--- src/rtl/uart_pkg.sv ---
// Definitions shared by the UART transmit path: FSM state encodings and
// the frame-width helper shared with uart_controller.
package uart_pkg;

    localparam logic [1:0] ST_IDLE      = 2'b00;
    localparam logic [1:0] ST_ISSUE     = 2'b01;
    localparam logic [1:0] ST_WAIT_DONE = 2'b10;

    function automatic int frame_width(input int byte_width);
        return 8 * byte_width;
    endfunction

endpackage

--- src/rtl/uart_tx_arbiter_rr_pick.sv ---
// Combinational round-robin priority encoder: the first set bit of req_mask
// at or above ptr (wrapping modulo NUM_REQ) wins.
module rr_pick #(
    parameter int NUM_REQ = 4
) (
    input  logic [NUM_REQ-1:0] req_mask,
    input  logic [2:0]         ptr,
    output logic [2:0]         winner,
    output logic               any
);

    logic [NUM_REQ-1:0] rot_s;
    logic [3:0]         off_s;
    logic [3:0]         sum_s;

    // Rotating the doubled mask puts the requester at ptr in bit 0.
    assign rot_s = NUM_REQ'({req_mask, req_mask} >> ptr);

    // Lowest set bit of the rotated mask; scanning downward lets the lowest hit overwrite.
    always_comb begin
        off_s = 4'd0;
        for (int j = NUM_REQ - 1; j >= 0; j--) begin
            off_s = rot_s[j] ? 4'(j) : off_s;
        end
    end

    assign sum_s  = {1'b0, ptr} + off_s;
    assign winner = (sum_s >= 4'(NUM_REQ)) ? 3'(sum_s - 4'(NUM_REQ)) : sum_s[2:0];
    assign any    = |req_mask;

endmodule

--- src/rtl/uart_tx_arbiter.sv ---
// Round-robin arbiter sharing the uart_controller transmit handshake among
// NUM_REQ frame producers; all outputs come straight from registers.
module uart_tx_arbiter
    import uart_pkg::*;
#(
    parameter  int NUM_REQ            = 4,
    parameter  int TX_DATA_BYTE_WIDTH = 18,
    localparam int FW                 = frame_width(TX_DATA_BYTE_WIDTH)
) (
    input  logic                  clk,
    input  logic                  rst,
    input  logic [NUM_REQ-1:0]    req_en,
    input  logic [NUM_REQ-1:0]    req_vld,
    input  logic [NUM_REQ*FW-1:0] req_data,
    output logic [NUM_REQ-1:0]    req_ack,
    output logic [NUM_REQ-1:0]    req_done,
    output logic [FW-1:0]         ctl_tx_data,
    output logic                  ctl_tx_vld,
    input  logic                  ctl_tx_rdy,
    output logic                  busy,
    output logic [2:0]            grant_id,
    output logic [15:0]           frame_cnt
);

    localparam logic [NUM_REQ-1:0] ONE_HOT0 = {{(NUM_REQ - 1){1'b0}}, 1'b1};

    logic [1:0]         state_r;
    logic [2:0]         ptr_r;
    logic [NUM_REQ-1:0] mask_s;
    logic [2:0]         winner_s;
    logic               any_s;
    logic [2:0]         ptr_next_s;
    logic [FW-1:0]      frames_s [8];

    // Eight slots so the 3-bit winner index always addresses a full array.
    for (genvar g = 0; g < 8; g++) begin : g_frames
        if (g < NUM_REQ) begin : g_used
            assign frames_s[g] = req_data[g*FW +: FW];
        end else begin : g_pad
            assign frames_s[g] = '0;
        end
    end

    assign mask_s     = req_vld & req_en;
    assign ptr_next_s = (winner_s == 3'(NUM_REQ - 1)) ? 3'd0 : winner_s + 3'd1;

    rr_pick #(
        .NUM_REQ (NUM_REQ)
    ) u_rr_pick (
        .req_mask (mask_s),
        .ptr      (ptr_r),
        .winner   (winner_s),
        .any      (any_s)
    );

    // Arbitration FSM with capture register, handshake outputs and frame counter.
    always_ff @(posedge clk) begin
        if (rst) begin
            state_r     <= ST_IDLE;
            ptr_r       <= 3'd0;
            req_ack     <= '0;
            req_done    <= '0;
            ctl_tx_data <= '0;
            ctl_tx_vld  <= 1'b0;
            busy        <= 1'b0;
            grant_id    <= 3'd0;
            frame_cnt   <= 16'd0;
        end else begin
            req_ack  <= '0;
            req_done <= '0;
            case (state_r)
                ST_IDLE: begin
                    if (ctl_tx_rdy && any_s) begin
                        ctl_tx_data <= frames_s[winner_s];
                        grant_id    <= winner_s;
                        req_ack     <= ONE_HOT0 << winner_s;
                        ptr_r       <= ptr_next_s;
                        ctl_tx_vld  <= 1'b1;
                        busy        <= 1'b1;
                        state_r     <= ST_ISSUE;
                    end
                end
                // A high tx_rdy here is the controller not having seen vld yet.
                ST_ISSUE: begin
                    if (!ctl_tx_rdy) begin
                        ctl_tx_vld <= 1'b0;
                        state_r    <= ST_WAIT_DONE;
                    end
                end
                ST_WAIT_DONE: begin
                    if (ctl_tx_rdy) begin
                        req_done  <= ONE_HOT0 << grant_id;
                        frame_cnt <= frame_cnt + 16'd1;
                        busy      <= 1'b0;
                        state_r   <= ST_IDLE;
                    end
                end
                default: begin
                    ctl_tx_vld <= 1'b0;
                    busy       <= 1'b0;
                    state_r    <= ST_IDLE;
                end
            endcase
        end
    end

endmodule

--- config.mk ---
export PLATFORM = sky130hd
export DESIGN_NAME = uart_tx_arbiter
export DESIGN_NICKNAME = d
export VERILOG_FILES = /design/src/rtl/uart_pkg.sv /design/src/rtl/uart_tx_arbiter_rr_pick.sv /design/src/rtl/uart_tx_arbiter.sv
export SDC_FILE = /design/constraint.sdc
export NUM_CORES = 1
export LEC_CHECK = 0
export BUFFER_PORTS_ARGS = -buffer_cell sky130_fd_sc_hd__buf_4
export CAP_MARGIN = 15
export CORE_AREA = 5 5 297 299
export CTS_CLUSTER_DIAMETER = 60
export DETAILED_ROUTE_END_ITERATION = 10
export DIE_AREA = 0 0 302 304
export HOLD_SLACK_MARGIN = 0.08
export PLACE_DENSITY = 0.36
export SYNTH_ARGS = -nofsm -noshare
export SYNTH_HDL_FRONTEND = slang
export SYNTH_HIERARCHICAL = 1
export SYNTH_SLANG_ARGS = --single-unit
export TNS_END_PERCENT = 10
--- constraint.sdc ---
create_clock -name clk -period 4.7 [get_ports clk]
set_input_delay 0.94 -clock clk [delete_from_list [all_inputs] [get_ports clk]]
set_output_delay 0.94 -clock clk [all_outputs]
set_load 0.01 [all_outputs]
==> results.md <==
- The flow ran to the end, and the final reports show no timing, DRC or antenna violations.
- The die is 302 um wide.
- In this run the post-CTS setup repair buffer count came out at 0.
- The starting density of the core is 0.115.
- Across the run, the number of max-cap violations was 0.
- The type of element capturing the critical path is a register.
- The overall routing resource usage is 0.109.
- The Yosys step of the flow raised 6 warnings.
- The number of antenna violations at the first check in global routing is 2.
- The final number of hold-violating endpoints came to 0.
- The die covers 0.0918 mm^2.
- The clock tree root driver cell is clkbuf_16.
- Setup repair after global routing left no endpoint under its margin.
- The total negative slack for setup checks is 0 ns.
- Each instance of the synthesized netlist takes up on average 11.6 um^2.
- The required arrival time at the worst endpoint is 5.05 ns.
- Measured against its own limit, the worst slew margin works out to 0.298.
- The clock passes through at most 2 buffers.
- The number of nets with antenna violations after routing is 0.
- The clock-pin slew of the registers on the worst-case setup and hold paths is 0.08 ns.
- The final layout contains 2159 nets.
- The total number of H-tree levels is 4.
- The leading cell type in the layout, fill and taps excluded is buf_4.
- The maximum number of pins on one net before global-route repair is 99.
- The non-filler instance count after layout is 2725.
- The cell count after synthesis came out at 841.
- The count of pins over their slew limit is 0.
- The number of buffers inserted for hold repair after clock tree synthesis is 0.
- The worst hold path depth is 2.
- The first routing iteration left 455 violations.
- The length in cells of the worst reg-to-reg path is 12.
- STA puts the critical path data arrival time at 3.92 ns.
- The I/O pin count is 760.
- The HPWL after detailed placement is 42.8 mm.
- In this run the worst hold path is classified as register to register.
- The average routed wire per standard cell is 19.2 um.
- The number of design rule violations left after detail routing is 0.
- The TritonCTS clock tree is done.
- Using the TritonRoute via totals, the vias-per-cell ratio works out to 3.74.
- The post-synthesis instance area is 0.00973 mm^2.
- The worst setup skew after layout is 0.00943 ns.
- Setup violations remaining at the end of the flow were counted as 0.
- STA classifies the critical path startpoint as a primary input.
- The clock insertion delay at the later pin of the skew report is 0.47 ns.
- Among all flip-flop cells after synthesis, the most frequent one is dfxtp_1.
- The clock sink count is 178.
- The core region is 0.0849 mm^2.
- The ratio of total power to cell area is 377 mW/mm^2.
- The final weighted congestion of routability-driven global placement is 0.828.
- Summing internal, switching and leakage power gives 6.60 mW.
- The number of CTS-inserted buffers is 17.
- The die outline height is 304 um.
- The register bit total from synthesis is 178.
- IR analysis of the VDD net gives a maximum drop of 0.255 mV.
- The first-pass GRT wire length is 74.8 mm.
- The number of nets handed over by synthesis was 1433.
- The routed layout has 10200 vias.
- The total congestion overflow is 0.
- The maximum operating frequency is 280 MHz.
- The fraction of layout cells with a size suffix above 1 is 0.625.
- The cell total after placement is 2692.
- Before antenna repair, the detailed router went through 5 iterations.
- After clock tree synthesis, the repair step resized 0 gates.
- The count of buffers inserted at the top-level ports is 759.
- The count of unique library cells instantiated by Yosys is 46.
- The category of the most critical setup path is primary input to register.
- Relative to the synthesized area, the layout overhead comes to 80.1%.
- The worst register-to-register path has a setup slack of 1.27 ns.
- The sequential element share of the synthesized area is 0.366.
- Leaving out fill and tap cells, the most frequent cells in the layout are 787 x buf_4, 178 x dfxtp_1, 163 x nor2_1.
- The via count of the first global-routing pass is 11300.
- The number of core rows is 107.
- For the pin with the worst max-slew slack, the measured transition is 1.05 ns.
- The maximum fanout along the worst path is 32.
- The share of the cycle needed by the critical path after routing is 0.759.
- In this run the static leakage power is 7.41 nW.
- The final critical delay including setup and external delays is 3.57 ns.
- The detailed-route wire length is 52.3 mm.
- For this run, asynchronously set or reset flops after synthesis account for 0.
- Counting flops with a built-in enable in the synthesized netlist gives 0.
==> final timing paths <==
kind	start	end
max	req_vld[0]	ctl_tx_data[78]
min	grant_id[2]	grant_id[2]
max reg2reg	ptr_r[0]	ctl_tx_data[78]
min reg2reg	grant_id[2]	grant_id[2]
==> power by group <==
part           internal (mW)  switching, mW  total (mW)
Combinational           1.77           1.41        3.18
Clock                  0.866          0.739        1.61
Sequential              1.70          0.120        1.82
Total                   4.33           2.27        6.60
==> worst max-delay path, stage by stage <==
cell and delay [ns]:
buf_4 0.12, and2_1 0.20, mux2i_1 0.31, o22ai_1 0.15, o2bb2ai_1 0.24, ha_4 0.16, inv_1 0.05, fa_1 0.50
inv_6 0.18, buf_12 0.26, buf_4 0.22, mux4_2 0.32, a22oi_1 0.17, nor2_1 0.05
==> cells in the mapped netlist (all sizes together), types with 3 or more instances <==
| master | count | share of area |
|---|---|---|
| and2 | 5 | 0.0032 |
| nor3 | 7 | 0.0048 |
| nand3 | 4 | 0.0021 |
| xnor2 | 5 | 0.0045 |
| mux2 | 5 | 0.0066 |
| ha | 4 | 0.0051 |
| nor3b | 5 | 0.0039 |
| and3 | 3 | 0.0024 |
| mux2i | 3 | 0.0031 |
| o21ai | 7 | 0.0036 |
| xor2 | 3 | 0.0027 |
| inv | 5 | 0.0019 |
| nand4 | 4 | 0.0026 |
| nor2b | 5 | 0.0032 |
| a22oi | 144 | 0.11 |
| nor2 | 164 | 0.064 |
| nand2b | 3 | 0.0019 |
| nand2 | 19 | 0.0073 |
| buf | 33 | 0.016 |
| mux4 | 144 | 0.33 |
| or3 | 4 | 0.0026 |
| dfxtp | 178 | 0.37 |
| a21oi | 15 | 0.0077 |
| clkbuf | 54 | 0.021 |
==> logic make-up after synthesis <==
kind of cell,Yosys count,synth area share
adder cells (fa/ha/maj),5,0.00720
AND/OR/NAND/NOR,235,0.110
flip-flops,178,0.366
multiplexers,152,0.343
buffers and inverters,92,0.0390
AO/OA/AOI/OAI,171,0.127
XOR/XNOR,8,0.00720
==> cell type report <==
cell class                      count  area, um^2
Fill cell                        9443       67400
Inverter                            5        23.8
Antenna cell                        1        2.50
Sequential cell                   178        3560
Multi-Input combinational cell    571        5820
Clock inverter                     15         213
Tap cell                         1144        1430
Timing Repair Buffer              794        6040
Clock buffer                       17         425
==> metrics by stage <==
| step | instance area (um^2) | utilization | worst slack, ns | hold slack [ns] |
|---|---|---|---|---|
| final | 17500 | 0.206 | 1.13 | 0.492 |
| after global placement | 16900 | 0.199 | 0.663 | 0.482 |
| after CTS | 17500 | 0.206 | 1.17 | 0.496 |
| after global routing | 17500 | 0.206 | 0.925 | 0.522 |
| after detailed placement | 16900 | 0.199 | 0.608 | 0.486 |
| after floorplan | 9730 | - | 0.913 | 0.471 |
==> state kept, by name, indices dropped and copies added (netlist names) <==
register,count
busy,1
ctl_tx_data,144
ctl_tx_vld,1
frame_cnt,16
grant_id,3
ptr_r,3
req_ack,4
req_done,4
state_r,2
==> routing by layer <==
layer | global-route usage | wire (um) | vias to the layer above
met4 | 0.0316 | 1240 | 0
met2 | 0.203 | 27700 | 470
met3 | 0.0395 | 4710 | 60
met5 | 0 | 0 | -
met1 | 0.115 | 18700 | 4935
li1 | - | - | 4728
(Power assumes the default switching activity.)
